<file path="config.mk">
export PLATFORM = sky130hd
export DESIGN_NAME = digit_scan_ctrl
export DESIGN_NICKNAME = d
export VERILOG_FILES = /design/src/rtl/digit_scan_ctrl.sv
export SDC_FILE = /design/constraint.sdc
export NUM_CORES = 1
export LEC_CHECK = 0
export ABC_AREA = 1
export CAP_MARGIN = 20
export CORE_MARGIN = 2
export CORE_UTILIZATION = 45
export CTS_BUF_LIST = sky130_fd_sc_hd__clkbuf_4 sky130_fd_sc_hd__clkbuf_8
export DETAILED_ROUTE_END_ITERATION = 7
export PLACE_DENSITY = 0.84
export SLEW_MARGIN = 20
export SYNTH_ARGS = -nofsm -noshare
export SYNTH_HDL_FRONTEND = slang
export SYNTH_SLANG_ARGS = --single-unit
</file>
<file path="constraint.sdc">
create_clock -name clk -period 2 [get_ports clk]
set_input_delay 0.6 -clock clk [delete_from_list [all_inputs] [get_ports clk]]
set_output_delay 0.6 -clock clk [all_outputs]
set_load 0.02 [all_outputs]
</file>
<file path="src/rtl/digit_scan_ctrl.sv">
// digit_scan_ctrl: steps a 3-to-8 digit decoder through digits 0..last_digit with blanking gaps
module digit_scan_ctrl #(
  parameter int DIV   = 1000,
  parameter int BLANK = 2
) (
  input  logic        clk,
  input  logic        rst,
  input  logic        run,
  input  logic [2:0]  last_digit,
  input  logic [31:0] digits,
  output logic        en,
  output logic [2:0]  sel,
  output logic [3:0]  nibble,
  output logic        frame_done
);
  localparam int MAXV = (DIV > BLANK) ? DIV : BLANK;
  localparam int CW   = (MAXV > 1) ? $clog2(MAXV) : 1;
  localparam logic [CW-1:0] DIV_LAST   = CW'(DIV - 1);
  localparam logic [CW-1:0] BLANK_LAST = CW'((BLANK > 0) ? BLANK - 1 : 0);
  typedef enum logic [1:0] {S_IDLE, S_SHOW, S_BLANK} state_t;
  state_t        state_q, state_d;
  logic [CW-1:0] cnt_q, cnt_d;
  logic          en_q, en_d, fd_q, fd_d;
  logic [2:0]    sel_q, sel_d, adv_sel;
  logic [3:0]    nib_q, nib_d, adv_nib;
  logic          adv_wrap;
  // next-state: advance target is computed once and shared by both advance points
  always_comb begin
    adv_wrap = sel_q >= last_digit;
    adv_sel  = adv_wrap ? 3'd0 : sel_q + 3'd1;
    adv_nib  = digits[{adv_sel, 2'b00} +: 4];
    state_d  = state_q;
    cnt_d    = cnt_q;
    en_d     = en_q;
    sel_d    = sel_q;
    nib_d    = nib_q;
    fd_d     = 1'b0;
    case (state_q)
      S_IDLE: begin
        en_d  = run;
        sel_d = 3'd0;
        cnt_d = '0;
        if (run) begin
          state_d = S_SHOW;
          nib_d   = digits[3:0];
        end
      end
      S_SHOW: begin
        if (!run) begin
          state_d = S_IDLE;
          en_d    = 1'b0;
          sel_d   = 3'd0;
          cnt_d   = '0;
        end else if (cnt_q == DIV_LAST) begin
          cnt_d = '0;
          if (BLANK > 0) begin
            state_d = S_BLANK;
            en_d    = 1'b0;
          end else begin
            sel_d = adv_sel;
            nib_d = adv_nib;
            fd_d  = adv_wrap;
          end
        end else begin
          cnt_d = cnt_q + 1'b1;
        end
      end
      S_BLANK: begin
        if (!run) begin
          state_d = S_IDLE;
          sel_d   = 3'd0;
          cnt_d   = '0;
        end else if (cnt_q == BLANK_LAST) begin
          state_d = S_SHOW;
          en_d    = 1'b1;
          cnt_d   = '0;
          sel_d   = adv_sel;
          nib_d   = adv_nib;
          fd_d    = adv_wrap;
        end else begin
          cnt_d = cnt_q + 1'b1;
        end
      end
      default: begin
        state_d = S_IDLE;
        en_d    = 1'b0;
        sel_d   = 3'd0;
        cnt_d   = '0;
      end
    endcase
  end
  // state and output registers; reset clears everything without waiting for clk
  always_ff @(posedge clk or posedge rst) begin
    if (rst) begin
      state_q <= S_IDLE;
      cnt_q   <= '0;
      en_q    <= 1'b0;
      sel_q   <= 3'd0;
      nib_q   <= 4'd0;
      fd_q    <= 1'b0;
    end else begin
      state_q <= state_d;
      cnt_q   <= cnt_d;
      en_q    <= en_d;
      sel_q   <= sel_d;
      nib_q   <= nib_d;
      fd_q    <= fd_d;
    end
  end
  assign en         = en_q;
  assign sel        = sel_q;
  assign nibble     = nib_q;
  assign frame_done = fd_q;
endmodule

</file>
Yosys cells after proc, flatten, opt, wreduce, memory -nomap -nowiden
Index checks and enable logic that the tools add are counted.
{"block": "totals", "in_bits": 38, "output_inout_bits": 9, "register_bits": 21, "word_cells": 54}
{"block": "op_classes", "n_reduce_logical": 6, "addsub": 2, "n_mux": 28, "order_cmp": 1, "n_eq_ne": 10, "shift": 1}
{"op": "two-way mux 10 bit", "count": 4}
{"op": "variable part select 32 x 6 -> 4 bit", "count": 1}
{"op": "case mux 10 bit (2 select lines)", "count": 1}
{"op": "two-way mux 3 bit", "count": 4}
{"op": "two-way mux 4 bit", "count": 3}
{"op": "adder 10 x 1 -> 10 bit (second input constant)", "count": 1}
{"op": "== test 10 x 1 -> 1 bit (second input constant)", "count": 1}
{"op": "== test 10 bit (second input constant)", "count": 1}
{"op": "two-way mux 2 bit", "count": 5}
{"op": "inequality test 2 bit (second input constant)", "count": 4}
{"op": "case mux 4 bit (2 select lines)", "count": 1}
{"op": "two-way mux 1 bit", "count": 7}
{"op": "inequality test 3 bit (second input constant)", "count": 2}
{"op": "case mux 2 bit (3 select lines)", "count": 1}
{"op": "case mux 3 bit (2 select lines)", "count": 1}
{"op": "AND reduction 3 bit", "count": 2}
{"op": "AND reduction 4 bit", "count": 1}
{"op": "adder 3 x 1 -> 3 bit (second input constant)", "count": 1}
{"op": "greater-or-equal comparator 3 bit", "count": 1}
{"op": "case mux 1 bit (3 select lines)", "count": 1}
{"op": "== test 2 x 1 -> 1 bit (second input constant)", "count": 1}
{"op": "== test 2 bit (second input constant)", "count": 1}
{"op": "logical NOT 2 bit", "count": 1}
{"op": "AND reduction 2 bit", "count": 1}
{"op": "nonzero test 2 bit", "count": 1}

Logic depth before layout (Yosys ltp)
{"block": "depth", "word_depth": 6, "ltp_mapped": 14, "depth_no_buf": 12}

Worst setup path before layout
Ideal clock, no wire load.
{"block": "synth_path", "path_type": "register -> register", "from": "register sel_q[0], in the netlist sel[0]", "to": "register nib_q[0], in the netlist nibble[0]", "arrival_ns": 1.978, "setup_slack_ns": -0.099, "setup_time_ns": 0.122, "n_path_buf": 2, "stages_incl_launch_ff": 15, "period_less_slack_ns": 2.099, "required_time_ns": 1.878, "path_cell_list": "dfrtp_1 > inv_2 > buf_2 > ha_1 > inv_1 > nand2_1 > nand2_1 > buf_4 > nand2_4 > nor2_4 > nand2_1 > nand2_1 > nand3_1 > nand3_1 > a21oi_2"}
{"block": "synth_between", "elab_chain_len": 6, "word_cells_on_any_way": 7, "cone_classes": "1 x add/sub; 1 x order compare; 1 x shift; 4 x mux"}
{"element": "start, declared", "line_no": "24", "source": "logic [2:0] sel_q, sel_d, adv_sel;"}
{"element": "start signal, assigned", "line_no": "105", "source": "sel_q <= sel_d;"}
{"element": "adder 3 x 1 -> 3 bit / greater-or-equal comparator 3 bit (equally long branches)", "line_no": "30, 29"}
{"element": "two-way mux 3 bit (*)", "line_no": "30", "source": "adv_sel = adv_wrap ? 3'd0 : sel_q + 3'd1;"}
{"element": "variable part select 32 x 6 -> 4 bit (*)", "line_no": "31", "source": "adv_nib = digits[{adv_sel, 2'b00} +: 4];"}
{"element": "two-way mux 4 bit (*)", "line_no": "73", "source": "end else if (cnt_q == BLANK_LAST) begin"}
{"element": "two-way mux 4 bit (*)", "line_no": "69", "source": "if (!run) begin"}
{"element": "case mux 4 bit (2 select lines) (*)", "line_no": "38", "source": "case (state_q)"}
{"element": "end signal, assigned", "line_no": "106", "source": "nib_q <= nib_d;"}
{"element": "end, declared", "line_no": "25", "source": "logic [3:0] nib_q, nib_d, adv_nib;"}
Mark *: on every way between the ends. The rest lies on a longest branch, timed or not. The select of a mux whose other input is x is not followed.
A chain may end at the register's enable or synchronous reset.

Worst setup path after layout
{"block": "layout_path", "from": "input last_digit[1]", "to": "register nib_q[1], in the netlist nibble[1]"}
{"block": "layout_between", "elab_chain_len": 6}
{"element": "start, declared", "line_no": "9", "source": "input logic [2:0] last_digit,"}
{"element": "greater-or-equal comparator 3 bit", "line_no": "29", "source": "adv_wrap = sel_q >= last_digit;"}
{"element": "two-way mux 3 bit", "line_no": "30"}
{"element": "variable part select 32 x 6 -> 4 bit", "line_no": "31"}
{"element": "two-way mux 4 bit", "line_no": "73"}
{"element": "two-way mux 4 bit", "line_no": "69"}
{"element": "case mux 4 bit (2 select lines)", "line_no": "38"}
No other way between the ends. The select of a mux whose other input is x is not followed.

==> impl_results.html <==
<table>
<tr><th>Metric</th><th>Value</th></tr>
<tr><th colspan="2">Die</th></tr>
<tr><td>Chip width</td><td>~65 µm</td></tr>
<tr><td>Die outline area</td><td>4250 µm²</td></tr>
<tr><td>Count of boundary I/O pins</td><td>47</td></tr>
<tr><td>Floorplan Core Area</td><td>about 3600 µm²</td></tr>
<tr><td>Total number of placement rows</td><td>22</td></tr>
<tr><td>Initial standard-cell utilization of the core</td><td>46.3%</td></tr>
<tr><td>Vertical die dimension</td><td>about 65 µm</td></tr>
<tr><th colspan="2">Power and ir drop</th></tr>
<tr><td>Highest ir drop seen on vdd</td><td>around 0.00047 V</td></tr>
<tr><td>Reported leakage power</td><td>1.25 nW</td></tr>
<tr><td>Post-route total power</td><td>1.78 mW</td></tr>
<tr><td>Pwr Density</td><td>703 nW/µm²</td></tr>
<tr><th colspan="2">Timing</th></tr>
<tr><td>Final worst-path cycle share</td><td>97.1%</td></tr>
<tr><td>Number of endpoints failing setup at the final stage</td><td>0</td></tr>
<tr><td>Time the final worst path needs with I/O delays and setup</td><td>between 1.5 and 2 ns</td></tr>
<tr><td>Final hold violation count</td><td>0</td></tr>
<tr><td>Count of pins over their slew limit</td><td>0</td></tr>
<tr><td>Slew @ Worst Pin</td><td>0.357 ns</td></tr>
<tr><td>Worst rel slew slack</td><td>76.0%</td></tr>
<tr><td>Skew final</td><td>0.00530 ns</td></tr>
<tr><td>Max frequency</td><td>515 MHz</td></tr>
<tr><th colspan="2">Clock network</th></tr>
<tr><td>Cts hold-fix bufs</td><td>0</td></tr>
<tr><td>Clock tree from TritonCTS</td><td>yes</td></tr>
<tr><td>Clock transition at the registers of the reported paths</td><td>0.08 ns</td></tr>
<tr><td>Clock buffer count from CTS</td><td>3</td></tr>
<tr><td>Clk root buf</td><td>clkbuf_8</td></tr>
<tr><td># clock sinks</td><td>21</td></tr>
<tr><td>Insertion delay to the later sink of the worst-skew pair</td><td>0.26 ns</td></tr>
<tr><td>Depth of the CTS H-tree</td><td>1</td></tr>
<tr><td>Number of buffers on the longest clock path</td><td>2</td></tr>
<tr><th colspan="2">Global routing</th></tr>
<tr><td>Number of global-route vias before repair</td><td>~1700</td></tr>
<tr><td>Remaining Overflow, GRT</td><td>0</td></tr>
<tr><td>Gr usage total</td><td>a little over 20%</td></tr>
<tr><td>Number of antenna violations at the first check in global routing</td><td>0</td></tr>
<tr><td>Wire length of the first global-routing pass</td><td>6.94 mm</td></tr>
<tr><td>Largest net degree at the start of global routing</td><td>22</td></tr>
<tr><th colspan="2">Route</th></tr>
<tr><td>WL met1</td><td>between 1.5 and 2 mm</td></tr>
<tr><td>Routed wirelength normalized by instance count</td><td>between 10 and 15 µm</td></tr>
<tr><td>Final wirelength</td><td>4.24 mm</td></tr>
<tr><td>Met2 layer wire length in the routed design</td><td>2.08 mm</td></tr>
<tr><td>Number of nets with antenna violations after routing</td><td>0</td></tr>
<tr><td>Via total after detailed routing</td><td>1812</td></tr>
<tr><td>First-pass iteration count of the detailed router</td><td>4</td></tr>
<tr><td>Vias per cell</td><td>about 5.0</td></tr>
<tr><td>Top routing layer in use</td><td>met4</td></tr>
<tr><td>Met3 WL post-DR</td><td>169 µm</td></tr>
<tr><td>Residual DRC</td><td>0</td></tr>
<tr><td>Initial DRC count</td><td>just under 90</td></tr>
<tr><th colspan="2">Final layout</th></tr>
<tr><td>Finished layout cell area</td><td>roughly 2500 µm²</td></tr>
<tr><td>Area growth, synth to finish</td><td>50.4%</td></tr>
<tr><td>Layout cell share with drive strength beyond 1</td><td>19.9%</td></tr>
<tr><td>Post-layout net count</td><td>365</td></tr>
<tr><td>Antenna cell count</td><td>0</td></tr>
<tr><th colspan="2">Placed design</th></tr>
<tr><td>Total half-perimeter wirelength after legalization and detailed placement</td><td>3.18 mm</td></tr>
<tr><td>Placed cell area</td><td>2310 µm²</td></tr>
<tr><td>Routability Congestion</td><td>0.888</td></tr>
<tr><td>Port Buffers</td><td>46</td></tr>
<tr><th colspan="2">Min path</th></tr>
<tr><td>Endpoint of the worst hold-timing path</td><td>en</td></tr>
<tr><td>Path type of the worst min-delay path</td><td>reg2reg</td></tr>
<tr><td>Number of cells on the worst hold path</td><td>2</td></tr>
<tr><td>Min-Delay Startpoint</td><td>en</td></tr>
<tr><th colspan="2">Logic synthesis</th></tr>
<tr><td>Cell type contributing the most total cell area after synthesis</td><td>dfrtp_1</td></tr>
<tr><td>#FFs+latches synth</td><td>21</td></tr>
<tr><td>Number of distinct library cells after synthesis</td><td>29</td></tr>
<tr><td>Share of synthesized area occupied by flip-flops and latches</td><td>31.2%</td></tr>
<tr><td>Post-synthesis net count</td><td>296</td></tr>
<tr><td>Number of flops mapped to enable cells by yosys</td><td>0</td></tr>
<tr><td>Yosys top cell area share</td><td>31.2%</td></tr>
<tr><td>Ranking of synthesized cells by instance count</td><td>nand2_1, inv_1, nor2_1</td></tr>
<tr><td>Cell area after synthesis</td><td>1680 µm²</td></tr>
<tr><td>Dominant cell by count in the synthesized netlist</td><td>nand2_1</td></tr>
<tr><td>Most used DFF post-synth</td><td>dfrtp_1</td></tr>
<tr><td>Async SR Flop Fraction</td><td>100%</td></tr>
<tr><td>Gate Count Post-Synth</td><td>around 250</td></tr>
<tr><td>Synth area leaders</td><td>dfrtp_1, nand2_1, inv_1, nand3_1, nor2_1</td></tr>
<tr><td>Mapped Avg Cell Area</td><td>6.79 µm²</td></tr>
<tr><td>Number of synthesis warnings</td><td>0</td></tr>
<tr><th colspan="2">Critical path</th></tr>
<tr><td>R2r endpoint</td><td>nibble[1]</td></tr>
<tr><td>R2r setup slk</td><td>0.16 ns</td></tr>
<tr><td>Crit Path Category</td><td>in2reg</td></tr>
<tr><td>Worst-path fanout max</td><td>6</td></tr>
<tr><td>CP endpoint kind</td><td>register</td></tr>
<tr><td>Worst EP arrival</td><td>approximately 2.1 ns</td></tr>
<tr><td>Number of cells traversed by the worst register-to-register path</td><td>11</td></tr>
<tr><td>CP required</td><td>2.18 ns</td></tr>
<tr><td>Critical path startpoint category</td><td>input port</td></tr>
<tr><td>Worst R2R Start</td><td>sel[1]</td></tr>
<tr><th colspan="2">Run status</th></tr>
<tr><td>Result of the run</td><td>completed</td></tr>
<tr><th colspan="2">Run</th></tr>
<tr><td>Number of maximum-capacitance violations</td><td>0</td></tr>
</table>
area by class of cell:
type / count / area (µm²)
flip-flops and latches: 21 / 527
inverters: 47 / 176
multi-input cells: 176 / 1060
well taps: 48 / 60.1
repair buffers: 68 / 661
clock buffers: 3 / 41.3
fillers: 294 / 1100
clock inverters: 1 / 5.00
flip-flops by register name, summed over array words and instances (netlist names):
register and flops:
en 1, frame_done 1, nibble 4, state_q 2, sel 3, cnt_q 10
metrics by stage:
step	setup slack [ns]	cells	setup TNS (ns)	utilization [%]	hold WS [ns]
3_3_place_gp	-0.503	354	-3.10	63.6	0.498
2_1_floorplan	0.0125	248	0	-	0.498
4_1_cts	0.0798	359	0	66.4	0.523
6_report	0.0588	364	0	69.7	0.526
3_5_place_dp	-0.557	354	-3.50	63.6	0.506
5_1_grt	-0.00764	364	-0.00969	69.7	0.569
routing by layer:
metal / vias up / GRT usage, %
met2: 47 / 36.2
met4: 0 / 2.34
li1: 930 / -
met1: 831 / 26.4
met3: 4 / 3.25
met5: - / 0
critical path: stages:
cell and delay (ns):
dlygate4sd2_1 0.22, inv_1 0.05, ha_1 0.23, nand2_2 0.07, inv_1 0.06, nand2_4 0.09
buf_6 0.12, nand2_8 0.06, a21oi_4 0.22, inv_2 0.10, nand3_2 0.09, nand3_2 0.08
a21oi_2 0.14
cell usage in the layout, fill, tap and decap left out, types with 6 or more instances in the layout:
cell type	count
nor2_1	32
nand4_1	10
a21oi_1	6
dfrtp_1	20
nand3_1	22
buf_4	17
ha_1	8
clkdlybuf4s50_1	41
nand2_1	48
inv_1	42
nor3_1	6
cells by family (layout without fill, tap and decap cells):
kind of cell | count (synthesis) | count (layout) | synth area share, %
AO/OA/AOI/OAI | 20 | 20 | 7.73
XOR/XNOR | 4 | 4 | 2.08
adder cells (fa/ha/maj) | 10 | 10 | 7.43
buffers and inverters | 52 | 119 | 12.5
flip-flops | 21 | 21 | 31.2
AND/OR/NAND/NOR | 141 | 142 | 39.1
worst max path at each step:
stage                        from         to  slack (ns)
floorplan                  sel[0]  nibble[0]        0.01
global placement    last_digit[2]  nibble[1]       -0.50
detailed placement  last_digit[2]  nibble[2]       -0.56
CTS                 last_digit[1]  nibble[2]        0.08
global route        last_digit[1]  nibble[1]      -0.008
finish              last_digit[1]  nibble[1]        0.06
power by group:
part / total (mW) / leakage [nW] / switching (mW) / internal [mW]
Combinational: 0.937 / 0.944 / 0.513 / 0.424
Clock: 0.270 / 0.0255 / 0.132 / 0.138
Sequential: 0.575 / 0.276 / 0.0719 / 0.503
timing repair:
action,in CTS,in global routing
setup buffers,0,4
gates resized for setup,15,15
endpoints found under the setup margin,6,5
endpoints found under the hold margin,0,0
pin swaps,14,8
cloned,1,1
No activity file was read; power rests on OpenSTA's default activity.
